===== src/rtl/huffman_param.sv =====
// Per-frame symbol histogram followed by a Huffman tree build (two-minimum merges).
// Define HUFF_SAT_EN to make counts saturate at 2^CW-1; otherwise they wrap.
module huffman_param #(
    parameter int NSYM = 6,
    parameter int CW   = 8
) (
    input  logic                 clk,
    input  logic                 reset,
    input  logic                 gray_valid,
    input  logic [7:0]           gray_data,
    output logic                 in_ready,
    output logic                 cnt_valid,
    output logic [NSYM*CW-1:0]   cnt,
    output logic                 code_valid,
    output logic [NSYM*8-1:0]    hc,
    output logic [NSYM*8-1:0]    m
);

    localparam int IW = (NSYM > 1) ? $clog2(NSYM) : 1;
    localparam int WW = CW + 3;
    localparam logic [IW-1:0] LAST_IDX   = IW'(NSYM - 1);
    localparam logic [IW-1:0] LAST_MERGE = IW'(NSYM - 2);

    typedef enum logic [2:0] {S_IDLE, S_COUNT, S_SCAN, S_MERGE, S_DONE} state_t;
    state_t state;

    logic [CW-1:0]   count_r [NSYM];
    logic [7:0]      code_r  [NSYM];
    logic [7:0]      mask_r  [NSYM];
    logic [WW-1:0]   node_w  [NSYM];
    logic [NSYM-1:0] node_m  [NSYM];
    logic [NSYM-1:0] node_act;
    logic [IW-1:0]   scan_idx, merge_cnt, min1, min2;
    logic            min1_ok, min2_ok;

    logic            sample_hit;
    logic [IW-1:0]   sample_sym;

    always_comb begin
        sample_hit = gray_valid && (gray_data != 8'd0) && (gray_data <= 8'(NSYM));
        sample_sym = IW'(gray_data - 8'd1);
    end

    function automatic logic [CW-1:0] bump(input logic [CW-1:0] c);
`ifdef HUFF_SAT_EN
        return (&c) ? c : c + CW'(1);
`else
        return c + CW'(1);
`endif
    endfunction

    assign in_ready = (state == S_IDLE) || (state == S_COUNT);

    for (genvar g = 0; g < NSYM; g++) begin : g_pack
        assign cnt[g*CW +: CW] = count_r[g];
        assign hc[g*8 +: 8]    = code_r[g];
        assign m[g*8 +: 8]     = mask_r[g];
    end

    always_ff @(posedge clk or posedge reset) begin
        if (reset) begin
            state      <= S_IDLE;
            cnt_valid  <= 1'b0;
            code_valid <= 1'b0;
            scan_idx   <= '0;
            merge_cnt  <= '0;
            min1       <= '0;
            min2       <= '0;
            min1_ok    <= 1'b0;
            min2_ok    <= 1'b0;
            node_act   <= '0;
            for (int k = 0; k < NSYM; k++) begin
                count_r[k] <= '0;
                code_r[k]  <= '0;
                mask_r[k]  <= '0;
                node_w[k]  <= '0;
                node_m[k]  <= '0;
            end
        end else begin
            cnt_valid  <= 1'b0;
            code_valid <= 1'b0;
            case (state)
                S_IDLE: begin
                    if (gray_valid) begin
                        for (int k = 0; k < NSYM; k++) begin
                            count_r[k] <= (sample_hit && sample_sym == IW'(k)) ? CW'(1) : '0;
                            code_r[k]  <= '0;
                            mask_r[k]  <= '0;
                        end
                        state <= S_COUNT;
                    end
                end
                S_COUNT: begin
                    if (gray_valid) begin
                        if (sample_hit)
                            count_r[sample_sym] <= bump(count_r[sample_sym]);
                    end else begin
                        for (int k = 0; k < NSYM; k++) begin
                            node_w[k] <= WW'(count_r[k]);
                            node_m[k] <= NSYM'(1) << k;
                        end
                        node_act  <= '1;
                        scan_idx  <= '0;
                        merge_cnt <= '0;
                        min1_ok   <= 1'b0;
                        min2_ok   <= 1'b0;
                        cnt_valid <= 1'b1;
                        state     <= S_SCAN;
                    end
                end
                S_SCAN: begin
                    // Strict less-than keeps the lower index ahead on equal weights.
                    if (node_act[scan_idx]) begin
                        if (!min1_ok || node_w[scan_idx] < node_w[min1]) begin
                            min2    <= min1;
                            min2_ok <= min1_ok;
                            min1    <= scan_idx;
                            min1_ok <= 1'b1;
                        end else if (!min2_ok || node_w[scan_idx] < node_w[min2]) begin
                            min2    <= scan_idx;
                            min2_ok <= 1'b1;
                        end
                    end
                    if (scan_idx == LAST_IDX)
                        state <= S_MERGE;
                    else
                        scan_idx <= scan_idx + IW'(1);
                end
                S_MERGE: begin
                    // mask+1 is the bit just above the current code length.
                    for (int k = 0; k < NSYM; k++) begin
                        if (node_m[min1][k]) begin
                            code_r[k] <= code_r[k] | (mask_r[k] + 8'd1);
                            mask_r[k] <= {mask_r[k][6:0], 1'b1};
                        end else if (node_m[min2][k]) begin
                            mask_r[k] <= {mask_r[k][6:0], 1'b1};
                        end
                    end
                    node_w[min1]   <= node_w[min1] + node_w[min2];
                    node_m[min1]   <= node_m[min1] | node_m[min2];
                    node_act[min2] <= 1'b0;
                    scan_idx       <= '0;
                    min1_ok        <= 1'b0;
                    min2_ok        <= 1'b0;
                    merge_cnt      <= merge_cnt + IW'(1);
                    if (merge_cnt == LAST_MERGE) begin
                        code_valid <= 1'b1;
                        state      <= S_DONE;
                    end else begin
                        state <= S_SCAN;
                    end
                end
                S_DONE: state <= S_IDLE;
                default: state <= S_IDLE;
            endcase
        end
    end

endmodule


===== config.mk =====
export PLATFORM = sky130hd
export DESIGN_NAME = huffman_param
export DESIGN_NICKNAME = d
export VERILOG_FILES = /design/src/rtl/huffman_param.sv
export SDC_FILE = /design/constraint.sdc
export NUM_CORES = 1
export LEC_CHECK = 0
export ABC_AREA = 1
export CORE_MARGIN = 2
export CORE_UTILIZATION = 58
export DETAILED_ROUTE_END_ITERATION = 6
export GPL_TIMING_DRIVEN = 0
export PLACE_DENSITY = 0.8
export SLEW_MARGIN = 20
export SYNTH_ARGS = -nofsm -noshare
export SYNTH_HDL_FRONTEND = slang
export SYNTH_SLANG_ARGS = --single-unit

===== constraint.sdc =====
create_clock -name clk -period 10 [get_ports clk]
set_clock_uncertainty 0.2 [all_clocks]
set_input_delay 1.5 -clock clk [delete_from_list [all_inputs] [get_ports clk]]
set_output_delay 1.5 -clock clk [all_outputs]
set_load 0.005 [all_outputs]

==> flow_summary_export.csv <==
group,metric,value,unit
status,status,"finished with violations",
status,violations,"DRC",
synth,yosys.area_share.adder,3.93,%
power_and_ir_drop,p_comb_share,49.6,%
place,place_congestion,1.05,
detailed_routing,dr_wl_met3,6160,um
power_and_ir_drop,power_switching,0.00248,W
sta,max-slew-margin-rel,29.7,%
synth,synth_compound_area_share,18.3,%
clock_network,path_clk_slew,60,ps
clock_network,clk_root_buffer_cell,"clkbuf_16",
detailed_routing,drt_iter0_markers,2124,
grt,gr-total-overflow,0,
final_layout,finalNetCount,2168,
final_layout,nFillCells,2102,
final_layout,antenna_cells,0,
clock_network,clockBufferDepth,3,
final_layout,areaGrowthSynthToFinish,20.5,%
grt,grt_first_pass_wirelength,82800,um
detailed_routing,wl_per_cell,21.8,um
detailed_routing,drtAntennaViolNets,0,
clock_network,postCtsSetupBuffers,0,
synth,syn_nets,1977,
final_layout,instances_no_fill,2469,
synth,ys_types,46,
worst_hold_path,hp-class,"reg -> reg",
detailed_routing,drc,13,
place,dp_hpwl,38500,um
grt,grt_usage,38.2,%
floorplanning,ios,158,
clock_network,holdBufCountCts,0,
place,placed_cell_area,0.0172,mm^2
synth,synth-edff-count,0,
floorplanning,die_area,0.0274,mm^2
clock_network,cts_htree_levels,1,
critical_path,end_kind,"flop",
critical_path,crit_arrival,5000,ps
place,dp_slack,4920,ps
synth,synth_top_family_by_area,"simple AND/OR/NAND/NOR gates",
detailed_routing,wl_met1,21200,um
synth,synth.avg_cell_area,7.90,um^2
detailed_routing,finalWirelength,53800,um
sta,finalHoldViolCount,0,
grt,grt_max_degree,108,
run,drv_cap,0,
synth,yosys_register_bits,271,
synth,synth_top_area_share,44.7,%
synth,synth-simple-area-share,22.5,%
floorplanning,die_y,166,um
floorplanning,fp.dieW,166,um
clock_network,cts_tree,"yes",
sta,maxSlewViolCount,0,
synth,yosys-top-cells-area,"dfrtp_1, nand2_1, inv_1",
place,portBuffers,157,
power_and_ir_drop,max-vdd-ir-drop,0.208,mV
sta,timing.final.ws_setup,5310,ps
power_and_ir_drop,intPower,0.00283,W
floorplanning,core_area,0.0258,mm^2
synth,syn_area,0.0152,mm^2
sta,rsz0062_at_grt,"false",
grt,first_global_vias,14600,
final_layout,drive_gt1_share,8.58,%
sta,clock.fmax,213,MHz
synth,synth_common_cells,"nand2_1, dfrtp_1, inv_1, nand3_1, o21ai_0",
synth,yosysSeqAreaShare,44.7,%
power_and_ir_drop,power-per-cell-area,291,mW/mm^2
detailed_routing,wl_met2,23700,um
sta,max_slew.worst_pin.slew,1050,ps
clock_network,numCtsBuffers,30,
floorplanning,rows,59,
synth,synthXorXnorAreaFrac,1.39,%
power_and_ir_drop,p_leak,8.31,nW
synth,synthMuxAreaShare,0,%
sta,setup_viol,0,
grt,antenna_found_initial,0,
sta,period_share,46.9,%
detailed_routing,top_layer_used,"met4",
synth,yosysMostFrequentCell,"nand2_1",
critical_path,cp.required,10300,ps
critical_path,critPathKind,"in -> reg",
detailed_routing,first_pass_iters,7,
synth,synth_top_flop_cell,"dfrtp_1",
final_layout,design_area,0.0183,mm^2
clock_network,cts_resized,0,
synth,async_flop_share,100,%
floorplanning,initial_core_util,58.7,%
sta,layout_min_cycle_time,4690,ps
power_and_ir_drop,pwr-share-clk,21.9,%
critical_path,startpoint_type,"primary input",
power_and_ir_drop,switching_share,46.6,%
critical_path,cp_max_fo,10,
synth,yosys.area.top_type,"dfrtp_1",
place,place_inst,2413,
clock_network,cts_sinks,271,
power_and_ir_drop,power_frac_seq,28.5,%
detailed_routing,viasPerCell,6.28,
synth,syn_inst,1919,
clock_network,insertion_delay,580,ps
synth,yosysWarnings,0,
detailed_routing,vias,15500,
-- layout by cell type, fill, tap and decap left out, drive strengths merged, types with 3 or more instances in the layout --
cell,synthesis,final
nand2,433,433
inv,274,274
dfrtp,271,271
o21ai,171,171
clkdlybuf4s50,0,157
nand3,140,140
nor2,119,119
o22ai,104,104
a21oi,85,85
clkbuf,23,63
buf,46,48
ha,46,46
o221ai,41,41
nor3,40,40
o21a,26,26
a22oi,15,15
xnor2,14,14
clkinv,2,14
o211ai,11,11
xor2,10,10
nand4,8,8
nor4,8,8
or2,8,8
a31oi,7,7
nor3b,7,7
bufinv,0,3
-- worst max-delay path: stages --
cell	delay, ps
clkdlybuf4s50_1	530
buf_2	230
inv_2	110
ha_1	230
ha_1	270
buf_2	180
inv_2	120
nand3_1	320
inv_1	240
nand2_1	70
nand3_1	110
ha_1	230
nand4_1	170
o21ai_1	420
nand3_1	170
nand2_1	100
-- metrics by stage --
stage / util, % / power (W) / hold WS (ps) / TNS, ps
2_1_floorplan: - / 0.00316 / 253 / 0
3_3_place_gp: 66.4 / 0.00398 / 269 / -659350
3_5_place_dp: 66.6 / 0.00405 / 281 / 0
4_1_cts: 70.7 / 0.00521 / 294 / 0
5_1_grt: 70.7 / 0.00558 / 313 / 0
6_report: 70.7 / 0.00531 / 290 / 0
-- routing by layer --
metal / up-vias / global-route usage [%]
met5: - / 0
met4: 0 / 17.5
met3: 240 / 7.43
met2: 1054 / 58.9
met1: 7357 / 52.4
li1: 6842 / -
-- power groups by stage --
| stage | logic (W) | clock network [W] | registers, W |
|---|---|---|---|
| global placement | 0.00246 | 0 | 0.00152 |
| global route | 0.00284 | 0.00121 | 0.00154 |
| detailed placement | 0.00252 | 0 | 0.00152 |
| CTS | 0.00255 | 0.00116 | 0.00151 |
| finish | 0.00263 | 0.00116 | 0.00151 |
| floorplan | 0.00168 | 0 | 0.00148 |
-- kinds of logic after synthesis --
group           Yosys count
buf+inv                 345
fa+ha+maj                47
simple gates            768
xor+xnor                 24
compound gates          464
flops                   271
-- registers in the layout, indices dropped and copies added (netlist names) --
name	count
min2_ok	1
state	3
node_act	6
min1_ok	1
cnt_valid	1
code_valid	1
node_m	36
merge_cnt	3
scan_idx	3
cnt	48
hc	48
m	48
min2	3
min1	3
node_w	66
-- final timing paths --
| kind | endpoint | cells after the start | slack (ps) | start |
|---|---|---|---|---|
| worst max-delay path | cnt[30]$_DFFE_PP0P_ | 16 | 5310 | gray_data[0] |
| worst min-delay path | node_w[2]$_DFFE_PP0P_ | 2 | 290 | node_w[2]$_DFFE_PP0P_ |
| worst max register to register | node_w[19]$_DFFE_PP0P_ | 14 | 5450 | min2[0]$_DFFE_PP0P_ |
| worst min register to register | node_w[2]$_DFFE_PP0P_ | 2 | 290 | node_w[2]$_DFFE_PP0P_ |
| max in group asynchronous | cnt[46]$_DFFE_PP0P_ | 4 | 7090 | reset |
| min in group asynchronous | node_w[31]$_DFFE_PP0P_ | 2 | 1210 | reset |
-- final cells by class --
cell class,count,area [um^2],share of cell area [%]
well taps,335,419,2.30
plain buffers,69,348,1.91
multi-input cells,1303,6990,38.3
clock inverters,16,201,1.10
clock buffers,40,848,4.65
repair buffers,159,1630,8.91
flip-flops and latches,271,6780,37.1
inverters,276,1050,5.73
Power figures use the tool's default switching activity.
